File: config.mk
export PLATFORM = sky130hd
export DESIGN_NAME = lfsr_server
export DESIGN_NICKNAME = d
export VERILOG_FILES = /design/src/rtl/lfsr_pkg.sv /design/src/rtl/lfsr_step.sv /design/src/rtl/lfsr_server.sv
export SDC_FILE = /design/constraint.sdc
export NUM_CORES = 1
export LEC_CHECK = 0
export CAP_MARGIN = 20
export CORE_MARGIN = 10
export CORE_UTILIZATION = 40
export CTS_BUF_LIST = sky130_fd_sc_hd__clkbuf_4 sky130_fd_sc_hd__clkbuf_8
export CTS_CLUSTER_SIZE = 14
export DETAILED_ROUTE_END_ITERATION = 12
export PLACE_DENSITY = 0.66
export SLEW_MARGIN = 20
export SYNTH_ARGS = -nofsm -noshare
export SYNTH_HDL_FRONTEND = slang
export SYNTH_SLANG_ARGS = --single-unit
export TNS_END_PERCENT = 100
File: constraint.sdc
create_clock -name clk -period 2.7 [get_ports clk]
set_input_delay 0.54 -clock clk [delete_from_list [all_inputs] [get_ports clk]]
set_output_delay 0.54 -clock clk [all_outputs]
set_load 0.1 [all_outputs]
File: src/rtl/lfsr_pkg.sv
// Shared definitions for the LFSR random-number server.
// Purely declarative: no latency, no flow control.
package lfsr_pkg;

    localparam int LFSR_W = 32;

    // Taps at bits 31, 21, 1 and 0.
    localparam logic [LFSR_W-1:0] TAP_MASK = 32'h8020_0003;

    typedef enum logic {
        WARMUP,
        READY
    } state_t;

    function automatic logic [LFSR_W-1:0] lfsr_advance(input logic [LFSR_W-1:0] q);
        return {^(q & TAP_MASK), q[LFSR_W-1:1]};
    endfunction

endpackage

File: src/rtl/lfsr_step.sv
// 32-bit Fibonacci LFSR register with synchronous load and step enable.
// Load and step take effect at the next edge; load wins over en; no backpressure.
module lfsr_step
    import lfsr_pkg::*;
#(
    parameter logic [LFSR_W-1:0] SEED = 32'h0000_0001
) (
    input  logic              clk,
    input  logic              rst,
    input  logic              en,
    input  logic              load,
    input  logic [LFSR_W-1:0] load_value,
    output logic [LFSR_W-1:0] q
);

    logic [LFSR_W-1:0] lfsr_q;
    logic [LFSR_W-1:0] lfsr_d;

    always_comb begin
        lfsr_d = lfsr_q;
        if (load) begin
            lfsr_d = load_value;
        end else if (en) begin
            lfsr_d = lfsr_advance(lfsr_q);
        end
    end

    always_ff @(posedge clk or posedge rst) begin
        if (rst) begin
            lfsr_q <= SEED;
        end else begin
            lfsr_q <= lfsr_d;
        end
    end

    assign q = lfsr_q;

endmodule

File: src/rtl/lfsr_server.sv
// Round-robin server handing out one unique LFSR word per grant, with reseed and warm-up sequencing.
// One-cycle grant latency, one word per cycle; requests wait (held level) while busy or not chosen.
module lfsr_server
    import lfsr_pkg::*;
#(
    parameter int                NREQ   = 4,
    parameter logic [LFSR_W-1:0] SEED   = 32'h0000_0001,
    parameter int                WARMUP = 16
) (
    input  logic              clk,
    input  logic              rst,
    input  logic [NREQ-1:0]   req,
    input  logic              seed_load,
    input  logic [LFSR_W-1:0] seed_value,
    output logic [NREQ-1:0]   gnt,
    output logic [LFSR_W-1:0] rnd_data,
    output logic              busy
);

    localparam int PW    = $clog2(NREQ);
    localparam int CNT_W = 10;
    localparam logic [CNT_W-1:0] WARM_LAST = CNT_W'((WARMUP == 0) ? 0 : WARMUP - 1);
    localparam logic [PW-1:0]    PTR_RST   = PW'(NREQ - 1);
    localparam state_t INIT_STATE = (WARMUP == 0) ? lfsr_pkg::READY : lfsr_pkg::WARMUP;

    if (SEED == '0) begin : g_bad_seed
        $error("lfsr_server: SEED must be nonzero");
    end
    if (NREQ < 2 || NREQ > 16) begin : g_bad_nreq
        $error("lfsr_server: NREQ must be in 2..16");
    end
    if (WARMUP < 0 || WARMUP > 1023) begin : g_bad_warmup
        $error("lfsr_server: WARMUP must be in 0..1023");
    end

    state_t            state_q, state_d;
    logic [CNT_W-1:0]  cnt_q, cnt_d;
    logic [PW-1:0]     ptr_q, ptr_d;
    logic [NREQ-1:0]   gnt_q, gnt_d;
    logic [LFSR_W-1:0] rnd_q, rnd_d;

    logic              lfsr_en;
    logic              lfsr_load;
    logic [LFSR_W-1:0] lfsr_load_value;
    logic [LFSR_W-1:0] lfsr_q;
    logic              found;
    logic [PW-1:0]     win;
    logic [PW-1:0]     idx;

    lfsr_step #(
        .SEED(SEED)
    ) u_lfsr (
        .clk        (clk),
        .rst        (rst),
        .en         (lfsr_en),
        .load       (lfsr_load),
        .load_value (lfsr_load_value),
        .q          (lfsr_q)
    );

    always_comb begin
        state_d         = state_q;
        cnt_d           = cnt_q;
        ptr_d           = ptr_q;
        gnt_d           = '0;
        rnd_d           = rnd_q;
        lfsr_en         = 1'b0;
        lfsr_load       = 1'b0;
        lfsr_load_value = SEED;
        found           = 1'b0;
        win             = '0;
        idx             = '0;

        // A zero seed would lock the register, so it is replaced by SEED.
        if (seed_load) begin
            lfsr_load       = 1'b1;
            lfsr_load_value = (seed_value == '0) ? SEED : seed_value;
            cnt_d           = '0;
            state_d         = INIT_STATE;
        end else begin
            case (state_q)
                lfsr_pkg::WARMUP: begin
                    lfsr_en = 1'b1;
                    cnt_d   = cnt_q + 1'b1;
                    if (cnt_q == WARM_LAST) begin
                        state_d = lfsr_pkg::READY;
                    end
                end
                default: begin
                    for (int i = 1; i <= NREQ; i++) begin
                        idx = PW'((int'(ptr_q) + i) % NREQ);
                        if (!found && req[idx]) begin
                            found = 1'b1;
                            win   = idx;
                        end
                    end
                    if (found) begin
                        gnt_d   = NREQ'(1) << win;
                        rnd_d   = lfsr_q;
                        lfsr_en = 1'b1;
                        ptr_d   = win;
                    end
                end
            endcase
        end
    end

    always_ff @(posedge clk or posedge rst) begin
        if (rst) begin
            state_q <= INIT_STATE;
            cnt_q   <= '0;
            ptr_q   <= PTR_RST;
            gnt_q   <= '0;
            rnd_q   <= '0;
        end else begin
            state_q <= state_d;
            cnt_q   <= cnt_d;
            ptr_q   <= ptr_d;
            gnt_q   <= gnt_d;
            rnd_q   <= rnd_d;
        end
    end

    assign gnt      = gnt_q;
    assign rnd_data = rnd_q;
    assign busy     = (state_q == lfsr_pkg::WARMUP);

endmodule

==> results.py, run 1 <==
metrics = {
    "timing": {
        "tns_ps": 0,
        "fin_crit_ps": 1997,
        "fmax_mhz": 500.8,
        "slew_headroom": 0.5681,
        "hold_violations": 0,
        "worstMarginPinSlew_ps": 647.9,
        "fin_skew_ps": 14.26,
        "slew_violations": 0,
        "final-setup-viol-count": 0,
        "rsz0062_at_grt": "no",
        "fin_crit_sh": 0.7396,
    },
    "clocking": {
        "cts_sinks": 81,
        "ctsHoldBuffers": 0,
        "clockBufferDepth": 2,
        "insertion_delay_ps": 350,
        "cts_root_buf": "clkbuf_8",
        "clk_pin_slew_ps": 90,
        "cts_setup_buffers": 0,
        "tritoncts": "done",
        "cts_resized": 0,
        "numCtsBuffers": 9,
        "cts_max_level": 3,
    },
    "hold_path": {
        "hold_depth": 1,
        "hold_path.class": "register to register",
    },
    "logic_synthesis": {
        "async_flop_share": 1.000,
        "syn_inst": 304,
        "synthDominantCellAreaShare": 0.5247,
        "synth_commonest_cells": "dfrtp_1, nor2_1, a21oi_1",
        "syn-num-nets": 344,
        "synth.avg_cell_area_um2": 12.24,
        "ys_ff_latch": 81,
        "synth_seq_area_share": 0.5459,
        "ys_warn_count": 0,
        "synthTopCellsByArea": "dfrtp_1, mux2_4, mux2i_1",
        "synth.distinct_cells": 40,
        "synth-main-ff-cell": "dfrtp_1",
        "yosysMostFrequentCell": "dfrtp_1",
        "synth_top_area_cell": "dfrtp_1",
        "synth_area_um2": 3720,
        "synth-edff-count": 0,
    },
    "worst_setup_path": {
        "cp-startpoint": "req[1]",
        "r2r_cells": 4,
        "endpoint_kind": "register",
        "path_class": "input pin to register",
        "required_ps": 2990,
        "crit_path_start_kind": "input pin",
        "cp.arrival_ps": 2280,
        "r2r_slack_ps": 990,
        "r2r-end": "rnd_data[26]",
        "worst_r2r_startpoint": "state_q",
        "endpoint": "u_lfsr.q[31]",
        "crit_fanout": 63,
    },
    "final_layout": {
        "diodes": 0,
        "syn_to_final_growth_pct": 25.73,
        "nNetsFinal": 419,
        "drive_gt1_frac": 0.2578,
    },
    "routing": {
        "vias": 2515,
        "dr.pass1.iters": 4,
        "first_iter_violations": 123,
        "drcViolationCount": 0,
        "finalWirelength_um": 8084,
        "wl_per_cell_um": 16.33,
        "via_per_inst": 5.081,
        "postRouteAntennaNets": 0,
    },
    "flow_run": {
        "cap_violations": 0,
    },
    "power_and_ir_drop": {
        "swShare": 0.3187,
        "pwr-share-seq": 0.458,
        "ir_worst_vdd_mv": 0.3391,
        "finalPower_mw": 3.052,
        "leakage_nw": 2.197,
        "pwr_density_cell_nw_per_um2": 652.6,
        "p_int_mw": 2.079,
        "pwr-share-clk": 0.323,
        "combPwrFrac": 0.219,
        "p_sw_uw": 972.9,
    },
    "floorplan": {
        "core_area_um2": 9153,
        "die_h_um": 116.4,
        "io_pins": 76,
        "die_x_um": 116.4,
        "initial_core_util": 0.4064,
        "row_count": 35,
        "dieArea_um2": 13560,
    },
    "global_route": {
        "met2_usage": 0.1825,
        "grt_max_degree": 64,
        "grt_overflow": 0,
        "grtUsageTotal": 0.1262,
        "top_usage_layer": "met2",
        "use_met3": 0.04777,
        "grt_pass1_wl_um": 13330,
        "met1_usage": 0.1653,
        "grt_pass1_vias": 2624,
        "antenna_found_initial": 2,
    },
    "place": {
        "place_congestion": 0.7931,
        "dpl.hpwl_um": 5733,
        "port_buffers": 75,
    },
    "outcome": {
        "status": "complete, no violations",
    },
}
state kept, by name, summed over array words and instances, names as in the netlist:
| name | count |
|---|---|
| cnt_q | 10 |
| gnt | 4 |
| ptr_q | 2 |
| rnd_data | 32 |
| state_q | 1 |
| u_lfsr.q | 32 |
per-layer routing:
layer,up-vias,share of wire
met5,-,0.0032
met3,9,0.076
li1,1226,-
met2,64,0.46
met1,1212,0.45
met4,4,0.0087
worst max-delay path: stages:
cell	delay, ps
clkdlybuf4s50_1	500
nor4_4	450
nand3b_1	120
buf_4	320
o21ai_0	230
a211o_1	120
metrics by stage:
stage	hold slack, ps	area (µm²)	std cells	util	setup WS [ps]
3_5_place_dp	497.4	4456	479	0.4868	349.7
6_report	515.5	4677	495	0.5110	703.1
5_1_grt	535.4	4677	495	0.5110	569.2
4_1_cts	517.6	4677	495	0.5110	712.0
3_3_place_gp	494.3	4456	479	0.4868	431.7
2_1_floorplan	490.7	3720	304	-	84.88
area by class of cell:
| class | instances | area [µm²] |
|---|---|---|
| inverters | 4 | 16.27 |
| well taps | 111 | 138.9 |
| repair buffers | 80 | 715.7 |
| clock inverters | 6 | 90.09 |
| multi-input cells | 203 | 1554 |
| flip-flops and latches | 81 | 2031 |
| fillers | 802 | 4476 |
| clock buffers | 10 | 131.4 |
cell usage in the layout, fill, tap and decap left out, types with 2 or more instances in the layout:
cell type / count
xor2_1: 7
nand2_1: 5
nand4_1: 5
nor2_1: 47
dfstp_2: 3
o21ai_0: 4
and3b_1: 2
bufinv_16: 2
nor2b_1: 3
buf_4: 40
mux2_4: 26
clkbuf_8: 9
xnor2_1: 4
clkdlybuf4s50_1: 37
dfrtp_1: 78
mux2_2: 6
clkinv_2: 2
inv_6: 2
nand2b_1: 2
nor4_1: 8
mux2i_1: 31
buf_12: 2
inv_1: 2
a21oi_1: 34
how the worst min path moves through the flow:
stage,to,start
6_report,rnd_data[16],rnd_data[16]
5_1_grt,rnd_data[27],rnd_data[27]
4_1_cts,ptr_q[0],seed_load
3_5_place_dp,rnd_data[22],rnd_data[22]
3_3_place_gp,rnd_data[26],rnd_data[26]
2_1_floorplan,ptr_q[0],ptr_q[0]
power by group through the flow:
stage	sequential, mW	combinational, mW	clock, mW
2_1_floorplan	1.70	0.196	0
3_5_place_dp	1.42	0.675	0
3_3_place_gp	1.42	0.668	0
6_report	1.40	0.668	0.986
5_1_grt	1.42	0.707	1.06
4_1_cts	1.40	0.676	1.01
cell families (layout without fill, tap and decap cells):
kind of cell / Yosys count / in the layout / synth area share
buf+inv: 20 / 100 / 0.03632
compound gates: 45 / 45 / 0.06694
mux: 63 / 63 / 0.2065
fa+ha+maj: 1 / 1 / 0.003363
xor+xnor: 11 / 11 / 0.02590
flops: 81 / 81 / 0.5459
simple gates: 83 / 83 / 0.1150
(Power assumes the default switching activity.)
==> inputs of run 2 (changes only) <==
==> constraint.sdc (replaced) <==
create_clock -name clk -period 1.66 [get_ports clk]
set_input_delay 0.332 -clock clk [delete_from_list [all_inputs] [get_ports clk]]
set_output_delay 0.332 -clock clk [all_outputs]
set_load 0.1 [all_outputs]
==> results.py, run 2 (same netlist as run 1, synthesis figures left out) <==
metrics = {
    "outcome": {
        "status": "complete, no violations",
    },
    "clocking": {
        "cts_max_level": 3,
        "clk_pin_slew_ps": 80,
        "clockBufferDepth": 2,
        "ctsHoldBuffers": 0,
        "cts_sinks": 81,
        "numCtsBuffers": 9,
        "tritoncts": "done",
        "cts_root_buf": "clkbuf_8",
        "insertion_delay_ps": 350,
    },
    "power_and_ir_drop": {
        "swShare": 0.3115,
        "pwr-share-clk": 0.304,
        "pwr-share-seq": 0.446,
        "ir_worst_vdd_mv": 0.6400,
        "pwr_density_cell_nw_per_um2": 967.2,
        "leakage_nw": 2.450,
        "combPwrFrac": 0.250,
        "p_sw_mw": 1.619,
        "p_int_mw": 3.578,
    },
    "final_layout": {
        "mostFrequentLayoutCells": "dfrtp_1, nor2_1, buf_12",
        "final_cells": 517,
        "syn_to_final_growth_pct": 44.47,
        "layout_commonest_cell": "dfrtp_1",
        "diodes": 0,
        "fin_area_um2": 5374,
        "final_util": 0.5872,
        "drive_gt1_frac": 0.3005,
        "nNetsFinal": 441,
    },
    "floorplan": {
        "die_h_um": 116.4,
        "core_area_um2": 9153,
        "dieArea_um2": 13560,
        "io_pins": 76,
        "die_x_um": 116.4,
        "row_count": 35,
        "initial_core_util": 0.4064,
    },
    "global_route": {
        "grtUsageTotal": 0.1318,
        "grt_overflow": 0,
        "antenna_found_initial": 0,
        "grt_max_degree": 47,
        "grt_pass1_wl_um": 14340,
        "grt_pass1_vias": 2805,
    },
    "routing": {
        "vias": 2605,
        "finalWirelength_um": 8369,
        "drcViolationCount": 0,
        "first_iter_violations": 72,
        "via_per_inst": 5.039,
        "dr.pass1.iters": 4,
        "wl_per_cell_um": 16.19,
        "postRouteAntennaNets": 0,
    },
    "worst_setup_path": {
        "cpMaxStageDelayCell": "clkdlybuf4s50_1",
        "cp.arrival_ps": 1810,
        "endpoint_kind": "register",
        "cp_cell_sequence": "clkdlybuf4s50_1, nor4_4, buf_4, buf_4, a2111oi_0, a211o_1",
        "slowest_delay_ps": 450,
        "cp.buffers_inverters": 3,
        "required_ps": 1890,
        "crit_top_cell": "buf_4",
        "crit_path_start_kind": "input pin",
        "path_class": "input pin to register",
        "r2r_slack_ps": 160,
        "crit_fanout": 3,
        "crit_family": "buffers and inverters",
    },
    "place": {
        "port_buffers": 75,
        "dp_cells": 499,
        "dpl.hpwl_um": 6123,
        "place_area_um2": 5136,
        "place_congestion": 0.8045,
    },
    "timing": {
        "worstMarginPinSlew_ps": 483.9,
        "rsz0062_at_grt": "no",
        "final-setup-viol-count": 0,
        "slew_violations": 0,
        "fin_crit_ps": 1576,
        "fmax_mhz": 634.7,
        "slew_headroom": 0.6767,
        "fin_crit_sh": 0.9491,
        "hold_violations": 0,
        "fin_skew_ps": 10.97,
    },
    "flow_run": {
        "cap_violations": 0,
    },
    "hold_path": {
        "hold_path.class": "input pin to async pin",
    },
}
==> run 2: worst paths after layout <==
kind | depth (start not counted) | to | from
max | 6 | u_lfsr.q[31] | req[3]
min | 2 | cnt_q[9] | rst
max reg2reg | 4 | rnd_data[7] | state_q
min reg2reg | 2 | ptr_q[0] | ptr_q[0]
max in group asynchronous | 3 | cnt_q[0] | rst
min in group clk | 3 | gnt[3] | seed_load
==> run 2: power groups by stage <==
stage / registers (mW) / clock network, mW / logic (mW)
global placement: 2.35 / 0 / 1.29
detailed placement: 2.36 / 0 / 1.31
CTS: 2.32 / 1.62 / 1.31
finish: 2.32 / 1.58 / 1.30
floorplan: 2.77 / 0 / 0.320
global route: 2.34 / 1.71 / 1.37
==> run 2: metrics by stage <==
step,setup WS [ps],TNS (ps),hold slack (ps),power (mW)
finish,84.41,0,375.1,5.197
global route,3.462,0,391.4,5.424
CTS,28.82,0,375.9,5.250
detailed placement,-470.0,-24570,526.8,3.664
global placement,-401.3,-21960,505.6,3.643
floorplan,19.98,0,490.7,3.085
==> run 2: cell type report <==
class                           count  area [µm²]
Fill cell                         741        3779
Sequential cell                    81        2031
Multi-Input combinational cell    203        1556
Timing Repair Buffer              102        1405
Tap cell                          111       138.9
Clock buffer                       10       131.4
Clock inverter                      6       90.09
Inverter                            4       21.27
==> run 2: repair_timing <==
action                                  in CTS  in global routing
resized for setup                            1                  2
buffers inserted                             1                  1
pin swaps                                    2                  2
endpoints found under the setup margin      32                 27
cloned                                       0                  0
==> run 2: routing by layer <==
metal,GRT usage,wire (µm),vias up
li1,-,-,1264
met1,0.1678,3697,1280
met2,0.2044,4089,51
met3,0.04212,478,10
met4,0.05004,103,0
met5,0,0,-
